`src/rtl/tx_req_arbiter.sv`:
```
// Two-requester arbiter in front of the single PCIe TX request/completion engine.
// Latency: valid sampled in IDLE -> tx_req_o next cycle; done pulse one cycle after tx_done_i or timeout.
// Backpressure: requests are held (level) until the TX engine finishes or the watchdog forces release.
module tx_req_arbiter #(
  parameter int DESC_W      = 64,
  parameter int TIMEOUT_CYC = 1024
) (
  input  logic              clk,
  input  logic              rst_n,
  input  logic              prio_mode_i,
  input  logic              req0_valid_i,
  input  logic [DESC_W-1:0] req0_desc_i,
  output logic              req0_done_o,
  input  logic              req1_valid_i,
  input  logic [DESC_W-1:0] req1_desc_i,
  output logic              req1_done_o,
  output logic              tx_req_o,
  output logic [DESC_W-1:0] tx_desc_o,
  output logic              tx_src_o,
  input  logic              tx_done_i,
  output logic              timeout_o,
  output logic [7:0]        err_cnt_o
);

  localparam int WD_W = $clog2(TIMEOUT_CYC);
  localparam logic [WD_W-1:0] WD_LAST = WD_W'(TIMEOUT_CYC - 1);

  typedef enum logic [1:0] {
    IDLE = 2'd0,
    BUSY = 2'd1,
    DONE = 2'd2
  } state_e;

  state_e            state_q, state_d;
  logic [DESC_W-1:0] desc_q, desc_d;
  logic              src_q, src_d;
  logic              last_q, last_d;
  logic [WD_W-1:0]   wd_q, wd_d;
  logic [7:0]        err_q, err_d;
  logic              tmo_q, tmo_d;
  logic              gnt;

  // State and datapath registers; last grant resets to 1 so requester 0 wins the first tie.
  always_ff @(posedge clk or negedge rst_n) begin
    if (!rst_n) begin
      state_q <= IDLE;
      desc_q  <= '0;
      src_q   <= 1'b0;
      last_q  <= 1'b1;
      wd_q    <= '0;
      err_q   <= '0;
      tmo_q   <= 1'b0;
    end else begin
      state_q <= state_d;
      desc_q  <= desc_d;
      src_q   <= src_d;
      last_q  <= last_d;
      wd_q    <= wd_d;
      err_q   <= err_d;
      tmo_q   <= tmo_d;
    end
  end

  // Arbitration, watchdog and next-state selection.
  always_comb begin
    state_d = state_q;
    desc_d  = desc_q;
    src_d   = src_q;
    last_d  = last_q;
    wd_d    = wd_q;
    err_d   = err_q;
    tmo_d   = 1'b0;
    gnt     = 1'b0;
    case (state_q)
      IDLE: begin
        if (req0_valid_i && req1_valid_i) begin
          gnt = prio_mode_i ? 1'b0 : ~last_q;
        end else begin
          gnt = req1_valid_i;
        end
        if (req0_valid_i || req1_valid_i) begin
          desc_d  = gnt ? req1_desc_i : req0_desc_i;
          src_d   = gnt;
          last_d  = gnt;
          wd_d    = '0;
          state_d = BUSY;
        end
      end
      BUSY: begin
        // A done arriving on the terminal count wins over the timeout.
        if (tx_done_i) begin
          state_d = DONE;
        end else if (wd_q == WD_LAST) begin
          tmo_d   = 1'b1;
          err_d   = (err_q == 8'hFF) ? err_q : err_q + 8'd1;
          state_d = DONE;
        end else begin
          wd_d = wd_q + 1'b1;
        end
      end
      DONE: begin
        state_d = IDLE;
      end
      default: begin
        state_d = IDLE;
      end
    endcase
  end

  assign tx_req_o    = (state_q == BUSY);
  assign req0_done_o = (state_q == DONE) && !src_q;
  assign req1_done_o = (state_q == DONE) && src_q;
  assign tx_desc_o   = desc_q;
  assign tx_src_o    = src_q;
  assign timeout_o   = tmo_q;
  assign err_cnt_o   = err_q;

endmodule
```
`config.mk`:
```
export PLATFORM = sky130hd
export DESIGN_NAME = tx_req_arbiter
export DESIGN_NICKNAME = d
export VERILOG_FILES = /design/src/rtl/tx_req_arbiter.sv
export SDC_FILE = /design/constraint.sdc
export NUM_CORES = 1
export LEC_CHECK = 0
export ABC_AREA = 1
export CAP_MARGIN = 20
export CORE_ASPECT_RATIO = 2
export CORE_UTILIZATION = 44
export CTS_BUF_LIST = sky130_fd_sc_hd__clkbuf_4 sky130_fd_sc_hd__clkbuf_8
export DETAILED_ROUTE_END_ITERATION = 6
export HOLD_SLACK_MARGIN = 0.02
export PLACE_DENSITY = 0.89
export RECOVER_POWER = 50
export SYNTH_ARGS = -nofsm -noshare
export SYNTH_HDL_FRONTEND = slang
export SYNTH_SLANG_ARGS = --single-unit
```
`constraint.sdc`:
```
create_clock -name clk -period 3.48 [get_ports clk]
set_clock_uncertainty 0.1 [all_clocks]
set_input_delay 0.696 -clock clk [delete_from_list [all_inputs] [get_ports clk]]
set_output_delay 0.696 -clock clk [all_outputs]
set_load 0.005 [all_outputs]
```
# Word-level counts from Yosys, hierarchy flattened
# Index checks and enable logic that the tools add are counted.
# totals
reg_bits	87
input_bits	134
out_inout_bits	77
wordCells	46
# classes
n_addsub	2
n_eq_ne	8
n_mux	15
bitwise_logic	3
n_reduce_logical	11
# op_table
op	count
$mux W64	1
$mux W10	3
$pmux W10 S2	1
$add A10 B1 Y10 const B	1
$eq A10 B10 Y1 const B	1
$add A8 B1 Y8 const B	1
$eq A8 B8 Y1 const B	1
$reduce_and A4 Y1	2
$mux W1	6
$mux W2	3
$ne A2 B2 Y1 const B	3
$pmux W2 S2	1
$reduce_and A2 Y1	2
$logic_and A1 B1 Y1	3
$ne A3 B1 Y1 const B	1
$not A1 Y1	3
$eq A2 B1 Y1 const B	1
$eq A2 B2 Y1 const B	1
$logic_not A2 Y1	1
$reduce_bool A2 Y1	1
$logic_not A1 Y1	1
$logic_or A1 B1 Y1	1

# Depth between registers and ports, before layout
# Gate-level depths: netlist of the first run.
# depth
word_depth	5
depth_mapped	9
mapped_depth_nobuf	9

# Worst setup path after synthesis of the first run
# Ideal clock, no wire load.
# synth_timing
path_type	input-to-reg
start	in prio_mode_i
end	reg desc_q[10] (netlist: tx_desc_o[10])
setup_ns	0.077
arrival_ns	1.548
t_required_ns	3.303
path_slack_ns	1.754
cell_stages	9
n_path_buf	2
path_cell_list	inv_1 nand2_1 nand2_1 nand2_1 inv_1 buf_2 buf_1 nand2_1 a21oi_1
# synth_via
elab_chain_cells	4
# synth_lines
item	line_no	rtl
start: declaration	10	input logic prio_mode_i,
$mux W1	77	gnt = prio_mode_i ? 1'b0 : ~last_q;
$mux W1	76	if (req0_valid_i && req1_valid_i) begin
$mux W1	74	case (state_q)
$mux W64	82	desc_d = gnt ? req1_desc_i : req0_desc_i;
end signal: assignment	55	desc_q <= desc_d;
end: declaration	35	logic [DESC_W-1:0] desc_q, desc_d;
# No other way between the ends. The select of a mux whose other input is x is not followed.
# A chain may end at the register's enable or synchronous reset.

# Worst setup path after layout of the first run
# layout_timing
start	reg state_q[1]
end	out tx_req_o
# layout_via
elab_chain_cells	1
# layout_lines
item	line_no	rtl
start: declaration	34	state_e state_q, state_d;
start signal: assignment	54	state_q <= state_d;
$eq A2 B1 Y1	110	assign tx_req_o = (state_q == BUSY);
end: declaration	17	output logic tx_req_o,
# No other way between the ends.

==> run_results.csv, run 1 <==
group,metric,value,unit
worst_setup_path,worstSetupStartpointType,"flip-flop",
cts,cts_buffers,9,
timing,finalCriticalPeriod,2.57,ns
outcome,status,"finished clean",
route,drt_first_pass_iters,4,
power_and_ir_drop,p_int,3.02,mW
die,die_w,70.1,um
timing,setup_viol,0,
worst_setup_path,critPathCaptureType,"output port",
global_routing,grtUsageMet2,50.3,%
logic_synthesis,muxShareOfSynthArea,0,%
logic_synthesis,ys_ff_latch,87,
final_layout,stdcell_count,815,
timing,worstMarginPinSlew,0.699,ns
flow_run,cap_viol_max_count,0,
die,rows,49,
logic_synthesis,netlist.area_leader.share,52.7,%
power_and_ir_drop,sw_frac_of_total,33.8,%
logic_synthesis,synthArstFlopShare,100,%
die,coreArea,9010,sq um
die,chipHeight,138,um
cts,insertion_delay,0.37,ns
global_routing,gr-total-overflow,0,
power_and_ir_drop,cellPowerDensity,698,nW/um^2
hold_path,hold_path.class,"primary input to async pin",
final_layout,diodes,0,
timing,slew_headroom,53.4,%
placement,dp_cells,798,
final_layout,synthToLayoutAreaGrowth,59.7,%
logic_synthesis,netlist_instances,510,
power_and_ir_drop,power.net_switching,1.54,mW
global_routing,met1_usage,28.6,%
logic_synthesis,yosys.area_share.adder,0.612,%
cts,path_clk_slew,0.09,ns
power_and_ir_drop,comb_power_share,43.9,%
worst_setup_path,worst_path_max_delay_cell,"clkdlybuf4s50_1",
logic_synthesis,synth_ff_type,"dfrtp_1",
global_routing,first_global_vias,4433,
cts,clockBufferDepth,2,
logic_synthesis,synth-compound-area-share,17.4,%
logic_synthesis,synth_cell_types,26,
logic_synthesis,synth_area_leaders,"dfrtp_1, a21oi_1, nand2_1",
worst_setup_path,cpPeakStageDelay,0.54,ns
cts,tritoncts,"built",
worst_setup_path,crit_chain,"inv_1 -> nand2_1 -> inv_1 -> clkdlybuf4s50_1",
logic_synthesis,synthSimpleGateAreaFrac,22.0,%
final_layout,layout.nets,844,
worst_setup_path,path_common_cell,"inv_1",
timing,period_share,73.9,%
timing,slew_viol_final,0,
logic_synthesis,synth_commonest_cells,"a21oi_1, nand2_1, dfrtp_1, nor2_1, inv_1",
placement,port_buffers,210,
logic_synthesis,synth_top_family_by_area,"simple AND/OR/NAND/NOR gates",
logic_synthesis,synth_area_per_cell,8.01,sq um
cts,cts_root_buf,"clkbuf_8",
die,ioPinCount,211,
placement,routabilityCongestion,0.847,
die,die-area,9700,sq um
power_and_ir_drop,p_leak,2.75,nW
logic_synthesis,syn_nets,646,
power_and_ir_drop,vdd_drop_max,0.397,mV
logic_synthesis,yosys_warnings,0,
route,vias_per_cell,5.33,
cts,cts_resized,0,
power_and_ir_drop,clkPwrFrac,20.1,%
timing,finalHoldViolations,0,
power_and_ir_drop,p_seq_share,36.0,%
cts,cts.sinks,87,
cts,htree_levels,3,
route,drc_errors,0,
cts,post_cts_buffers,0,
logic_synthesis,synth_edf_count,0,
route,drt_iter0_markers,245,
timing,max_freq,389,MHz
worst_setup_path,path_class,"flip-flop to output port",
logic_synthesis,synth_xor_area_share,1.71,%
global_routing,grt_pass1_wl,21.1,mm
route,drt_wl_total,13.2,mm
cts,cts_hold_buffers,0,
placement,post-dp-hpwl,9.63,mm
worst_setup_path,path_max_fanout,6,
global_routing,grt-busiest-layer,"met2",
route,vias,4347,
route,ant_nets,0,
global_routing,antenna_found_initial,0,
logic_synthesis,synth_area,4090,sq um
logic_synthesis,yosysTopAreaCell,"dfrtp_1",
logic_synthesis,synth.most_common_cell,"a21oi_1",
global_routing,track_usage,27.8,%
timing,tns,0,ns
logic_synthesis,seq_area_frac_synth,53.3,%
global_routing,grt_max_degree,88,
die,start_util,45.3,%
route,routedWlPerCell,16.1,um
timing,fin_hold_ws,0.233,ns
power_and_ir_drop,power,4.56,mW
worst_setup_path,critical_path_arrival,1.78,ns
final_layout,drive_gt1_share,4.35,%
worst_setup_path,cp_data_required_time,2.68,ns
timing,rsz0062_at_grt,"false",
global_routing,met3_usage,5.61,%
[through the flow]
stage | cell area, sq um | worst slack [ns] | utilization (%)
4_1_cts | 6510 | 0.892 | 72.3
2_1_floorplan | 4090 | 1.75 | -
3_3_place_gp | 6250 | 0.940 | 69.3
5_1_grt | 6530 | 0.833 | 72.4
3_5_place_dp | 6250 | 0.847 | 69.3
6_report | 6530 | 0.908 | 72.4
[power groups by stage]
stage               Clock [mW]  Sequential, mW  Combinational [mW]
finish                   0.916            1.64                2.00
detailed placement           0            1.67                2.09
global route             0.982            1.69                2.19
CTS                      0.932            1.65                2.09
global placement             0            1.64                2.02
floorplan                    0            1.68               0.847
[state kept, by name, indices dropped and copies added, names as in the netlist]
| signal | cells |
|---|---|
| timeout_o | 1 |
| wd_q | 10 |
| tx_src_o | 1 |
| last_q | 1 |
| state_q | 2 |
| err_cnt_o | 8 |
| tx_desc_o | 64 |
[final timing paths]
path	startpoint	slack, ns	to	depth (start not counted)
max in group asynchronous	rst_n	2.42	tx_desc_o[48]	2
hold reg to reg	tx_desc_o[21]	0.42	tx_desc_o[21]	2
min in group clk	tx_desc_o[21]	0.42	tx_desc_o[21]	2
hold / removal	rst_n	0.23	tx_desc_o[10]	1
setup reg to reg	state_q[0]	1.48	wd_q[2]	6
setup / recovery	state_q[1]	0.91	tx_req_o	4
[cell families after synthesis]
| family | after synthesis |
|---|---|
| flip-flops | 87 |
| buffers and inverters | 49 |
| XOR/XNOR | 8 |
| AO/OA/AOI/OAI | 141 |
| AND/OR/NAND/NOR | 223 |
| adder cells (fa/ha/maj) | 2 |
[cell usage in the layout (no fill, tap or decap)]
cell             Yosys  routed
clkbuf_8             0       9
nor3_1               3       3
xor2_1               7       7
dfrtp_1             86      86
nand3_1             14      15
dfstp_2              1       1
nor2_4               2       2
a21oi_1            128     128
nor3b_1              1       1
clkinvlp_4           0       1
nand2_1            116     115
buf_4                1       3
inv_2                1       2
or2_1                1       1
nand3b_1             2       2
inv_1               20      19
nor2_1              80      80
clkdlybuf4s50_1      0     173
xnor2_1              1       1
clkbuf_4             0       1
nand2_2              2       3
bufinv_16            0       4
buf_12               0       3
dlygate4sd3_1        0      36
ha_1                 2       2
o21ai_0             11      11
clkinv_2             0       1
nand4_1              1       1
o22ai_1              1       1
a21oi_2              1       1
[cell type report]
cell class / instances / area [sq um]
fillers: 697 / 2480
flip-flops and latches: 87 / 2180
repair buffers: 215 / 2170
multi-input cells: 374 / 1700
clock inverters: 6 / 133
clock buffers: 10 / 131
well taps: 102 / 128
inverters: 21 / 78.8
[worst max-delay path, delay by kind of cell (launching register included)]
kind / cells / cell delay (ns)
flops: 1 / 0.39
simple gates: 1 / 0.19
buf+inv: 3 / 0.85
[per-layer routing]
metal	wire, um	share of wire, %
met5	0	0
met4	654	5.0
met3	678	5.2
met2	7180	55
met1	4640	35
No activity file was read; power rests on OpenSTA's default activity.
==> run 2, diff against run 1 <==
--- a/config.mk
+++ b/config.mk
@@ -8,11 +8,11 @@
 export ABC_AREA = 1
 export CAP_MARGIN = 20
 export CORE_ASPECT_RATIO = 2
-export CORE_UTILIZATION = 44
+export CORE_UTILIZATION = 41
 export CTS_BUF_LIST = sky130_fd_sc_hd__clkbuf_4 sky130_fd_sc_hd__clkbuf_8
 export DETAILED_ROUTE_END_ITERATION = 6
 export HOLD_SLACK_MARGIN = 0.02
-export PLACE_DENSITY = 0.89
+export PLACE_DENSITY = 0.84
 export RECOVER_POWER = 50
 export SYNTH_ARGS = -nofsm -noshare
 export SYNTH_HDL_FRONTEND = slang
==> constraint.sdc (replaced) <==
create_clock -name clk -period 2.4 [get_ports clk]
set_clock_uncertainty 0.1 [all_clocks]
set_input_delay 0.48 -clock clk [delete_from_list [all_inputs] [get_ports clk]]
set_output_delay 0.48 -clock clk [all_outputs]
set_load 0.005 [all_outputs]
==> run 2 against run 1 <==
Net effect: total power is 42% higher; setup slack worse by 0.75 ns; sequential power is 46% higher; routed wire length is 5.4% higher; core utilization is 5.1 points lower; design area stayed put; global-route usage is 0.41 points lower; hold slack better by 0.20 ns; clock power is 15% higher; critical endpoint is now tx_desc_o[56].
==> run_results.csv, run 2 (synthesis results as in run 1) <==
group,metric,value,unit
cts,htree_levels,3,
final_layout,multiInputGateArea,1700,sq um
timing,tns,0,ns
global_routing,antenna_found_initial,0,
global_routing,track_usage,27.4,%
timing,setup_slack,0.163,ns
outcome,status,"finished clean",
power_and_ir_drop,clkPwrFrac,16.3,%
cts,tritoncts,"built",
final_layout,layout.nets,849,
cts,insertion_delay,0.35,ns
placement,post-dp-hpwl,10.4,mm
route,routedWlPerCell,16.3,um
power_and_ir_drop,power.net_switching,2.26,mW
global_routing,first_global_vias,4427,
die,die-area,10400,sq um
die,coreArea,9700,sq um
placement,routabilityCongestion,0.908,
cts,clockBufferDepth,2,
final_layout,fillers,830,
worst_setup_path,path_class,"primary input to flip-flop",
final_layout,final_cell_area,6530,sq um
hold_path,hold_path_depth,2,
cts,cts_root_buf,"clkbuf_8",
power_and_ir_drop,sw_frac_of_total,35.1,%
route,drt_first_pass_iters,5,
die,chipHeight,143,um
power_and_ir_drop,p_int,4.19,mW
cts,cts_buffers,9,
route,drt_iter0_markers,263,
power_and_ir_drop,power,6.45,mW
cts,path_clk_slew,0.08,ns
power_and_ir_drop,p_seq_share,37.0,%
timing,max_freq,447,MHz
cts,cts.sinks,87,
die,ioPinCount,211,
timing,worstMarginPinSlew,0.998,ns
worst_setup_path,worstRegToRegCells,5,
placement,port_buffers,210,
worst_setup_path,cp_data_required_time,2.57,ns
cts,post_cts_buffers,0,
placement,dp_slack,0.159,ns
worst_setup_path,critPathCaptureType,"flip-flop",
timing,slew_viol_final,0,
final_layout,layout_commonest_cell,"clkdlybuf4s50_1",
final_layout,layout_common_cells,"clkdlybuf4s50_1, a21oi_1, nand2_1, dfrtp_1, nor2_1",
power_and_ir_drop,p_leak,2.75,nW
final_layout,synthToLayoutAreaGrowth,59.7,%
power_and_ir_drop,cellPowerDensity,988,nW/um^2
worst_setup_path,worstSetupStartpointType,"primary input",
route,ant_nets,0,
final_layout,drive_gt1_share,4.74,%
route,drc_errors,0,
route,drt_wl_total,13.9,mm
flow_run,cap_viol_max_count,0,
placement,placed_area,6340,sq um
final_layout,diodes,0,
global_routing,gr-total-overflow,0,
final_layout,largest_reg_flops,64,
global_routing,grt_max_degree,53,
timing,finalCriticalPeriod,2.24,ns
hold_path,hold_path.class,"flip-flop to flip-flop",
timing,finalHoldViolations,0,
die,rows,51,
timing,slew_headroom,33.4,%
die,start_util,42.1,%
die,die_w,72.6,um
final_layout,register_area,2180,sq um
timing,rsz0062_at_grt,"false",
global_routing,grt_pass1_wl,21.7,mm
worst_setup_path,path_max_fanout,37,
timing,period_share,93.2,%
power_and_ir_drop,vdd_drop_max,0.496,mV
worst_setup_path,critical_path_arrival,2.40,ns
final_layout,final_util,67.3,%
route,vias_per_cell,5.23,
power_and_ir_drop,comb_power_share,46.7,%
timing,setup_viol,0,
route,vias,4443,
[run 2: area by class of cell]
cell class / count / share of cell area (%)
tap: 132 / 2.53
multi-input combinational: 374 / 26.0
clock inverter: 3 / 0.652
timing repair buffer: 220 / 33.8
sequential: 87 / 33.4
clock buffer: 12 / 2.43
inverter: 21 / 1.21
[run 2: final timing paths]
check,startpoint,endpoint,slack (ns)
max in group asynchronous,rst_n,last_q,0.62
min in group asynchronous,rst_n,tx_desc_o[53],0.72
hold reg to reg,tx_desc_o[35],tx_desc_o[35],0.43
hold / removal,tx_desc_o[35],tx_desc_o[35],0.43
setup / recovery,req1_valid_i,tx_desc_o[56],0.16
setup reg to reg,state_q[0],tx_desc_o[56],0.30
[run 2: routing by layer]
metal  track usage (%)  wire length (um)
met1              29.0              4730
met2              49.4              7790
met3              5.79               779
met4              14.4               574
met5                 0                 0
[run 2: power by group through the flow]
stage	Combinational [mW]	Sequential, mW	Clock [mW]
detailed placement	3.09	2.42	0
global route	3.31	2.46	1.14
CTS	3.10	2.39	1.08
floorplan	1.23	2.43	0
global placement	2.97	2.39	0
finish	3.01	2.39	1.05
[run 2: per-stage QoR]
step / std cells / hold WS (ns)
6_report: 849 / 0.428
4_1_cts: 849 / 0.436
3_3_place_gp: 833 / 0.379
2_1_floorplan: 510 / 0.0844
3_5_place_dp: 833 / 0.387
5_1_grt: 849 / 0.446
[run 2: repair_timing]
item,4_1_cts,5_1_grt
hold buffers,1,0
endpoints found under the setup margin,0,1
gates resized for setup,0,2
hold endpoints to repair,38,0
[run 2: critical path: stages]
cell and delay (ns):
dlygate4sd3_1 0.57, nor2_1 0.08, nor2_1 0.28, clkbuf_2 0.67, nor2_1 0.11, a21oi_1 0.19
